--- src/rtl/micro_sequencer.sv ---
// ---------------------------------------------------------------------------
// micro_sequencer
//
// Microprogram sequencer that sits directly in front of the microcode ROM.
// It owns the micro-PC (reg_out) and selects the next micro-address every
// cycle. The inputs to that choice are:
//   - the ROM's branch fields (BT, condition, jump_addr);
//   - the datapath status flags;
//   - an internal loop counter used for row/column iteration.
//
// Ports
//   clk        : system clock, rising edge
//   rst_n      : asynchronous active-low reset
//   start      : pulse, launches the microprogram at address 0
//   halt       : halt field of the current microword
//   stall      : hold the current micro-address (memory/core wait)
//   condition  : branch-condition select (00 always, 01 zero flag,
//                10 loop counter non-zero, 11 external ready)
//   BT         : 1 = the current microword is a conditional branch
//   jump_addr  : branch target from the ROM
//   z_flag     : datapath zero flag
//   ext_flag   : external ready flag
//   cnt_load   : load the loop counter with cnt_val
//   cnt_val    : loop counter load value
//   reg_out    : micro-PC, drives the ROM address
//   busy       : high while running
//   done       : high once the microprogram has finished
//   cnt_zero   : loop counter equals zero
//   addr_err   : sticky flag, set by a fetch past MAX_ADDR
// ---------------------------------------------------------------------------
module micro_sequencer #(
  parameter int AW       = 16,
  parameter int JW       = 7,
  parameter int CW       = 8,
  parameter int MAX_ADDR = 127
) (
  input  logic          clk,
  input  logic          rst_n,
  input  logic          start,
  input  logic          halt,
  input  logic          stall,
  input  logic [1:0]    condition,
  input  logic          BT,
  input  logic [JW-1:0] jump_addr,
  input  logic          z_flag,
  input  logic          ext_flag,
  input  logic          cnt_load,
  input  logic [CW-1:0] cnt_val,
  output logic [AW-1:0] reg_out,
  output logic          busy,
  output logic          done,
  output logic          cnt_zero,
  output logic          addr_err
);

  typedef enum logic [1:0] {
    IDLE = 2'd0,
    RUN  = 2'd1,
    DONE = 2'd2
  } state_t;

  localparam logic [AW-1:0] MAX_PC = AW'(MAX_ADDR);

  state_t        state_reg, state_next;
  logic [AW-1:0] pc_reg, pc_next;
  logic [CW-1:0] cnt_reg, cnt_next;
  logic          err_reg, err_next;

  logic          branch_test;
  logic [AW-1:0] jump_ext;

  assign jump_ext = AW'(jump_addr);

  // Branch condition multiplexer; only meaningful when BT is set.
  always_comb begin
    branch_test = 1'b0;
    case (condition)
      2'b00:   branch_test = 1'b1;
      2'b01:   branch_test = z_flag;
      2'b10:   branch_test = (cnt_reg != '0);
      default: branch_test = ext_flag;
    endcase
  end

  always_comb begin
    state_next = state_reg;
    pc_next    = pc_reg;
    cnt_next   = cnt_reg;
    err_next   = err_reg;

    case (state_reg)
      IDLE: begin
        pc_next = '0;
        if (start) begin
          state_next = RUN;
          err_next   = 1'b0;
        end
      end

      RUN: begin
        if (halt) begin
          // halt outranks stall: finish with the address frozen
          state_next = DONE;
        end else if (stall) begin
          pc_next = pc_reg;
        end else begin
          if (BT && branch_test) begin
            // Targets beyond the legal range are handled like an overrun.
            // This can only happen when JW is widened past 7 bits.
            if (jump_ext > MAX_PC) begin
              pc_next    = '0;
              err_next   = 1'b1;
              state_next = DONE;
            end else begin
              pc_next = jump_ext;
            end
          end else if (pc_reg >= MAX_PC) begin
            // sequential fetch would leave the ROM: wrap, flag, stop
            pc_next    = '0;
            err_next   = 1'b1;
            state_next = DONE;
          end else begin
            pc_next = pc_reg + AW'(1);
          end

          // A loop branch consumes one count on the edge it is taken, so
          // a body loaded with N runs N+1 times. The counter never wraps.
          if (BT && (condition == 2'b10) && (cnt_reg != '0)) begin
            cnt_next = cnt_reg - CW'(1);
          end
        end
      end

      DONE: begin
        if (start) begin
          state_next = RUN;
          pc_next    = '0;
          err_next   = 1'b0;
        end
      end

      default: begin
        state_next = IDLE;
        pc_next    = '0;
      end
    endcase

    // an explicit load wins over any decrement, in every state
    if (cnt_load) begin
      cnt_next = cnt_val;
    end
  end

  always_ff @(posedge clk or negedge rst_n) begin
    if (!rst_n) begin
      state_reg <= IDLE;
      pc_reg    <= '0;
      cnt_reg   <= '0;
      err_reg   <= 1'b0;
    end else begin
      state_reg <= state_next;
      pc_reg    <= pc_next;
      cnt_reg   <= cnt_next;
      err_reg   <= err_next;
    end
  end

  assign reg_out  = pc_reg;
  assign busy     = (state_reg == RUN);
  assign done     = (state_reg == DONE);
  assign cnt_zero = (cnt_reg == '0);
  assign addr_err = err_reg;

endmodule

--- config.mk ---
export PLATFORM = sky130hd
export DESIGN_NAME = micro_sequencer
export DESIGN_NICKNAME = d
export VERILOG_FILES = /design/src/rtl/micro_sequencer.sv
export SDC_FILE = /design/constraint.sdc
export NUM_CORES = 1
export LEC_CHECK = 0
export ABC_AREA = 1
export BUFFER_PORTS_ARGS = -buffer_cell sky130_fd_sc_hd__buf_2
export CORE_UTILIZATION = 25
export CTS_BUF_LIST = sky130_fd_sc_hd__clkbuf_2 sky130_fd_sc_hd__clkbuf_4 sky130_fd_sc_hd__clkbuf_8
export DETAILED_ROUTE_END_ITERATION = 10
export RECOVER_POWER = 100
export SYNTH_ARGS = -nofsm -noshare
export SYNTH_HDL_FRONTEND = slang
export SYNTH_SLANG_ARGS = --single-unit
--- constraint.sdc ---
create_clock -name clk -period 2.41 [get_ports clk]
set_input_delay 0.482 -clock clk [delete_from_list [all_inputs] [get_ports clk]]
set_output_delay 0.482 -clock clk [all_outputs]
set_load 0.1 [all_outputs]
==> results of run 1 <==
## power breakdown
| group | switching, W | internal, W |
|---|---|---|
| combinational | 0.000375 | 0.000113 |
| sequential | 0.0000469 | 0.000493 |
| clock | 0.000151 | 0.000116 |
## worst min-delay path, delay by kind of cell
family,cells,cell delay [ns]
buf+inv,1,0.07
simple gates,2,0.11
## cell type report
class	instances	area share
timing repair buffer	47	0.109
clock inverter	1	0.00256
clock buffer	3	0.0211
tap	77	0.0492
inverter	37	0.0710
multi-input combinational	157	0.402
sequential	27	0.345
## cell usage after synthesis
| cell type | n |
|---|---|
| ha_1 | 2 |
| a21oi_2 | 1 |
| nor2_2 | 2 |
| nand3b_1 | 3 |
| nor2_4 | 5 |
| dfrtp_1 | 27 |
| inv_1 | 36 |
| nand2_4 | 2 |
| a21oi_1 | 3 |
| nor3_1 | 2 |
| nand4_1 | 4 |
| nand3_1 | 22 |
| nand3_2 | 2 |
| xor2_1 | 3 |
| o21bai_1 | 1 |
| nor2_8 | 1 |
| nand2_1 | 65 |
| inv_4 | 1 |
| xnor2_1 | 4 |
| nand2_2 | 4 |
| or2_2 | 1 |
| nor2_1 | 18 |
| o21ai_2 | 1 |
| clkbuf_1 | 1 |
| o21ai_0 | 2 |
| or2_1 | 1 |
| o21ai_1 | 8 |
| buf_2 | 1 |
## per-layer routing
| metal | vias to the layer above | GRT usage | share of wire |
|---|---|---|---|
| li1 | 788 | - | - |
| met1 | 694 | 0.157 | 0.48 |
| met2 | 30 | 0.209 | 0.48 |
| met3 | 2 | 0.0278 | 0.040 |
| met4 | 0 | 0.0188 | 0.0040 |
| met5 | - | 0 | 0 |
## final timing paths
kind / to / startpoint / cells after the start
max in group asynchronous: reg_out[1] / rst_n / 1
min: cnt_reg[7] / cnt_val[7] / 3
max reg2reg: reg_out[5] / cnt_reg[0] / 9
min in group asynchronous: reg_out[8] / rst_n / 1
max: cnt_zero / cnt_reg[0] / 5
min reg2reg: cnt_reg[6] / cnt_reg[6] / 2
## kinds of logic after synthesis
kind of cell	count (synthesis)	synth area share
and+or+nand+nor	132	0.393
buffers and inverters	39	0.0910
xor gates and xnor gates	7	0.0372
AOI/OAI and AO/OA	16	0.0546
adders and majority gates	2	0.0152
DFF	27	0.409
## per-stage QoR
stage                     hold WS (ns)  cell area (µm²)
after floorplan                  0.186             1650
after global placement           0.469             1980
after detailed placement         0.470             1980
after CTS                        0.243             2020
after global routing             0.416             1960
final                            0.418             1960
==> results.ini, run 1 <==
[run_status]
outcome=finished with violations
violations=max-capacitance violations, max-slew violations

[floorplan]
die-height_um=83.3
start_util=0.260
die_w_um=83.3
dieArea_mm2=0.00693
io_pins=46
row_count=29
core_area_mm2=0.00635

[clock_tree]
cts_hold_buf=0
cts_buffers=3
cts.sinks=27
h-tree-depth=1
worst_skew_pair.late_latency_ns=0.27
clock-root-buffer=clkbuf_8
postCtsSetupBuffers=0
cts_tree=done
clkTransAtPathRegs_ns=0.10
cts_buffer_depth=2
cts_resized=0

[critical_path]
crit_path_cell_trace=inv_1 > ha_1 > nand3_1 > nor2_4 > buf_2
cp.required_ns=1.93
critical_path_class=flip-flop to primary output
max_stage_delay_ns=0.43
crit_buf_inv=2
crit_path_end_kind=primary output
startpoint_type=flip-flop
crit_arrival_ns=1.79
cp_max_fo=4
crit_family=buffers and inverters
critPathSlowestCell=dfrtp_1
r2r_slack_ns=0.35

[logic_synthesis]
netlist.area_leader.share=0.409
seq_area_frac_synth=0.409
yosysWarnings=0
postSynthAreaPerCell_um2=7.40
synth_seq_cells=27
synth_area_leaders=dfrtp_1 41%, nand2_1 15%, inv_1 8.2%
syn-num-nets=251
synth_area_mm2=0.00165
ys_types=28
syn_inst=223
synth_top_area_cell=dfrtp_1

[final_layout]
regArea_um2=676
final_common_cell=nand2_1
fillerInstances=715
syn2layout_area_growth_pct=18.6
most-common-layout-cells=67 x nand2_1, 37 x inv_1, 27 x dfrtp_1, 25 x buf_2, 23 x nand3_1
finalNetCount=301
fin_util=0.308
diodes=0
drive_above_1_share=0.165
largest_register_ffs=16
multiInputGateArea_um2=786
instances_no_fill=349

[grt]
grt_util_all_layers=0.121
antenna_found_initial=0
grt_max_degree=28
grt_pass1_vias=1554
overflow=0
grt_pass1_wl_mm=6.96

[timing]
fin_crit_sh=0.941
worstMarginPinSlew_ns=1.51
setup_viol=0
fin_setup_tns_ns=0
finClkSkew_ns=0.00260
finalHoldViolations=0
clock.fmax_mhz=441
relSlewSlack=-0.00647
setup_ws_ns=0.142
fin_crit_ns=2.27
maxSlewViolCount=28
rsz0062_at_grt=false

[pwr]
cellLeakagePower_nw=1.02
p_per_area_mw_per_mm2=662
total_power_w=0.00130
ir_worst_vdd_uv=300

[routing]
vias=1514
drtIter0Drc=22
ant_nets=0
drt-pass1-iter-count=4
drc=0
drt_wl_total_mm=3.77
wl_per_cell_um=10.8
vias_per_cell=4.34

[worst_hold_path]
hold_class=input pin to flip-flop

[placement]
routabilityCongestion=0.781
place_ws_ns=0.458
dp_hpwl_mm=2.95
dp_cells=345
port_buffers=45

[run]
maxCapViolCount=1

Note: power is estimated with default switching activity, not from simulation.
==> run 2: changes to the inputs <==
Settings changed: CELL_PAD_IN_SITES_DETAIL_PLACEMENT from default to 0, CELL_PAD_IN_SITES_GLOBAL_PLACEMENT from default to 1, PLACE_DENSITY_LB_ADDON from default to 0.1.
Clock period 2.41 ns to 2.4 ns, I/O delays scaled along.
==> results.ini, run 2 (synthesis gave the netlist of run 1 again) <==
[critical_path]
max_stage_delay_ns=0.46  ; was 0.43 ns
startpoint_type=flip-flop  ; unchanged
cp_max_fo=4  ; unchanged
crit_path_end_kind=primary output  ; unchanged
critPathSlowestCell=clkbuf_2  ; was dfrtp_1
crit_path_cell_trace=inv_1 > ha_1 > nand3_2 > nor2_4 > clkbuf_2  ; was inv_1 > ha_1 > nand3_1 > nor2_4 > buf_2
critical_path_class=flip-flop to primary output  ; unchanged
crit_buf_inv=2  ; unchanged
crit_family=buffers and inverters  ; unchanged
crit_arrival_ns=1.76  ; was 1.79 ns
cp.required_ns=1.92  ; was 1.93 ns

[clock_tree]
cts_buffer_depth=2  ; unchanged
postCtsSetupBuffers=0  ; unchanged
clock-root-buffer=clkbuf_8  ; unchanged
cts_resized=0  ; unchanged
worst_skew_pair.late_latency_ns=0.28  ; was 0.27 ns
cts_hold_buf=0  ; unchanged
clkTransAtPathRegs_ns=0.11  ; was 0.10 ns
cts_buffers=3  ; unchanged
cts.sinks=27  ; unchanged
cts_tree=done  ; unchanged
h-tree-depth=1  ; unchanged

[run_status]
violations=max-capacitance violations, max-slew violations  ; unchanged
outcome=finished with violations  ; unchanged

[timing]
setup_viol=0  ; unchanged
fin_crit_ns=2.24
clock.fmax_mhz=446
relSlewSlack=-0.0602  ; was -0.00647
fin_crit_sh=0.935
finalHoldViolations=0  ; unchanged
worstMarginPinSlew_ns=1.59  ; was 1.51 ns
setup_ws_ns=0.155  ; was 0.142 ns
maxSlewViolCount=28  ; unchanged
finClkSkew_ns=0.00797  ; was 0.00260 ns
rsz0062_at_grt=false  ; unchanged
fin_setup_tns_ns=0  ; unchanged

[routing]
drtIter0Drc=99  ; was 22
wl_per_cell_um=11.9  ; was 10.8 µm
drt_wl_total_mm=4.15  ; was 3.77 mm
vias_per_cell=4.35  ; was 4.34
vias=1519  ; was 1,514
drt-pass1-iter-count=4  ; unchanged
ant_nets=0  ; unchanged
drc=0  ; unchanged

[pwr]
p_per_area_mw_per_mm2=672  ; was 662 mW/mm²
comb_power_share=0.378  ; was 0.377
p_switching_w=0.000595  ; was 0.000573 W
clkPwrFrac=0.213  ; was 0.206
cellLeakagePower_nw=1.03  ; was 1.02 nW
total_power_w=0.00132  ; was 0.00130 W
ir_worst_vdd_uv=402  ; was 300 µV
switching_share=0.449  ; was 0.442
internal_power_w=0.000729  ; was 0.000722 W
p_seq_frac=0.409  ; was 0.417

[final_layout]
most-common-layout-cells=67 x nand2_1, 37 x inv_1, 27 x dfrtp_1, 24 x buf_2, 22 x nand3_1  ; was 67 x nand2_1, 37 x inv_1, 27 x dfrtp_1, 25 x buf_2, 23 x nand3_1
finalNetCount=301  ; unchanged
fin_util=0.310  ; was 0.308
multiInputGateArea_um2=795  ; was 786 µm²
syn2layout_area_growth_pct=19.4  ; was 18.6%
largest_register_ffs=16  ; unchanged
drive_above_1_share=0.180  ; was 0.165
regArea_um2=676  ; unchanged
fillerInstances=728  ; was 715
final_common_cell=nand2_1  ; unchanged
diodes=0  ; unchanged

[floorplan]
die-height_um=83.3  ; unchanged
row_count=29  ; unchanged
io_pins=46  ; unchanged
core_area_mm2=0.00635  ; unchanged
dieArea_mm2=0.00693  ; unchanged
start_util=0.260  ; unchanged
die_w_um=83.3  ; unchanged

[placement]
place_ws_ns=0.470  ; was 0.458 ns
routabilityCongestion=0.703  ; was 0.781
port_buffers=45  ; unchanged
dp_hpwl_mm=3.08  ; was 2.95 mm

[grt]
grt_pass1_vias=1537  ; was 1,554
antenna_found_initial=0  ; unchanged
grt_pass1_wl_mm=7.27  ; was 6.96 mm
grt_max_degree=28  ; unchanged
grt_util_all_layers=0.130  ; was 0.121
overflow=0  ; unchanged

[run]
maxCapViolCount=1  ; unchanged

[worst_hold_path]
hold_class=input pin to flip-flop  ; unchanged

[run 2: changes by cell type in the layout (fill, tap and decap cells not counted), sizes merged]
cell      delta
buf          -1
clkbuf       +1
clkinv       -1
clkinvlp     +1
[run 2: final cells by class]
cell class | instances | area share
timing repair buffer | 47 | 0.110
multi-input combinational | 157 | 0.403
sequential | 27 | 0.343
tap | 77 | 0.0489
clock buffer | 3 | 0.0210
inverter | 37 | 0.0705
clock inverter | 1 | 0.00381
[run 2: metal layers]
| metal | track usage | routed length [µm] | up-vias |
|---|---|---|---|
| met5 | 0 | 0 | - |
| met4 | 0.0282 | 29 | 0 |
| met3 | 0.0358 | 198 | 2 |
| met2 | 0.209 | 1810 | 38 |
| met1 | 0.175 | 2120 | 689 |
| li1 | - | - | 790 |
[run 2: power by group through the flow]
stage	combinational (W)	clock (W)	sequential, W
floorplan	0.000319	0	0.000625
global placement	0.000528	0	0.000551
detailed placement	0.000528	0	0.000551
CTS	0.000529	0.000300	0.000543
global route	0.000554	0.000320	0.000549
finish	0.000500	0.000281	0.000542
[run 2: path summary, 6_finish.rpt]
check                      cells past startpoint  slack (ns)           to  startpoint
max in group asynchronous                      1        0.90   reg_out[1]       rst_n
setup reg to reg                               9        0.35   reg_out[3]  cnt_reg[0]
setup / recovery                               5        0.16     cnt_zero  cnt_reg[0]
min in group asynchronous                      1        0.58  reg_out[13]       rst_n
hold / removal                                 3        0.39   cnt_reg[0]  cnt_val[0]
hold reg to reg                                2        0.50   cnt_reg[6]  cnt_reg[6]
[run 2: worst register-to-register path: cells and delay by family, from the launching register on]
kind,cells,cell delay (ns)
buf+inv,1,0.08
compound gates,1,0.19
fa+ha+maj,1,0.26
flops,1,0.42
simple gates,6,0.98
[run 2: stage by stage]
stage / area [µm²] / instances / hold slack [ns]
after floorplan: 1650 / 223 / 0.184
after global placement: 1980 / 345 / 0.466
after detailed placement: 1980 / 345 / 0.471
after CTS: 2030 / 349 / 0.243
after global routing: 1970 / 349 / 0.398
final: 1970 / 349 / 0.393
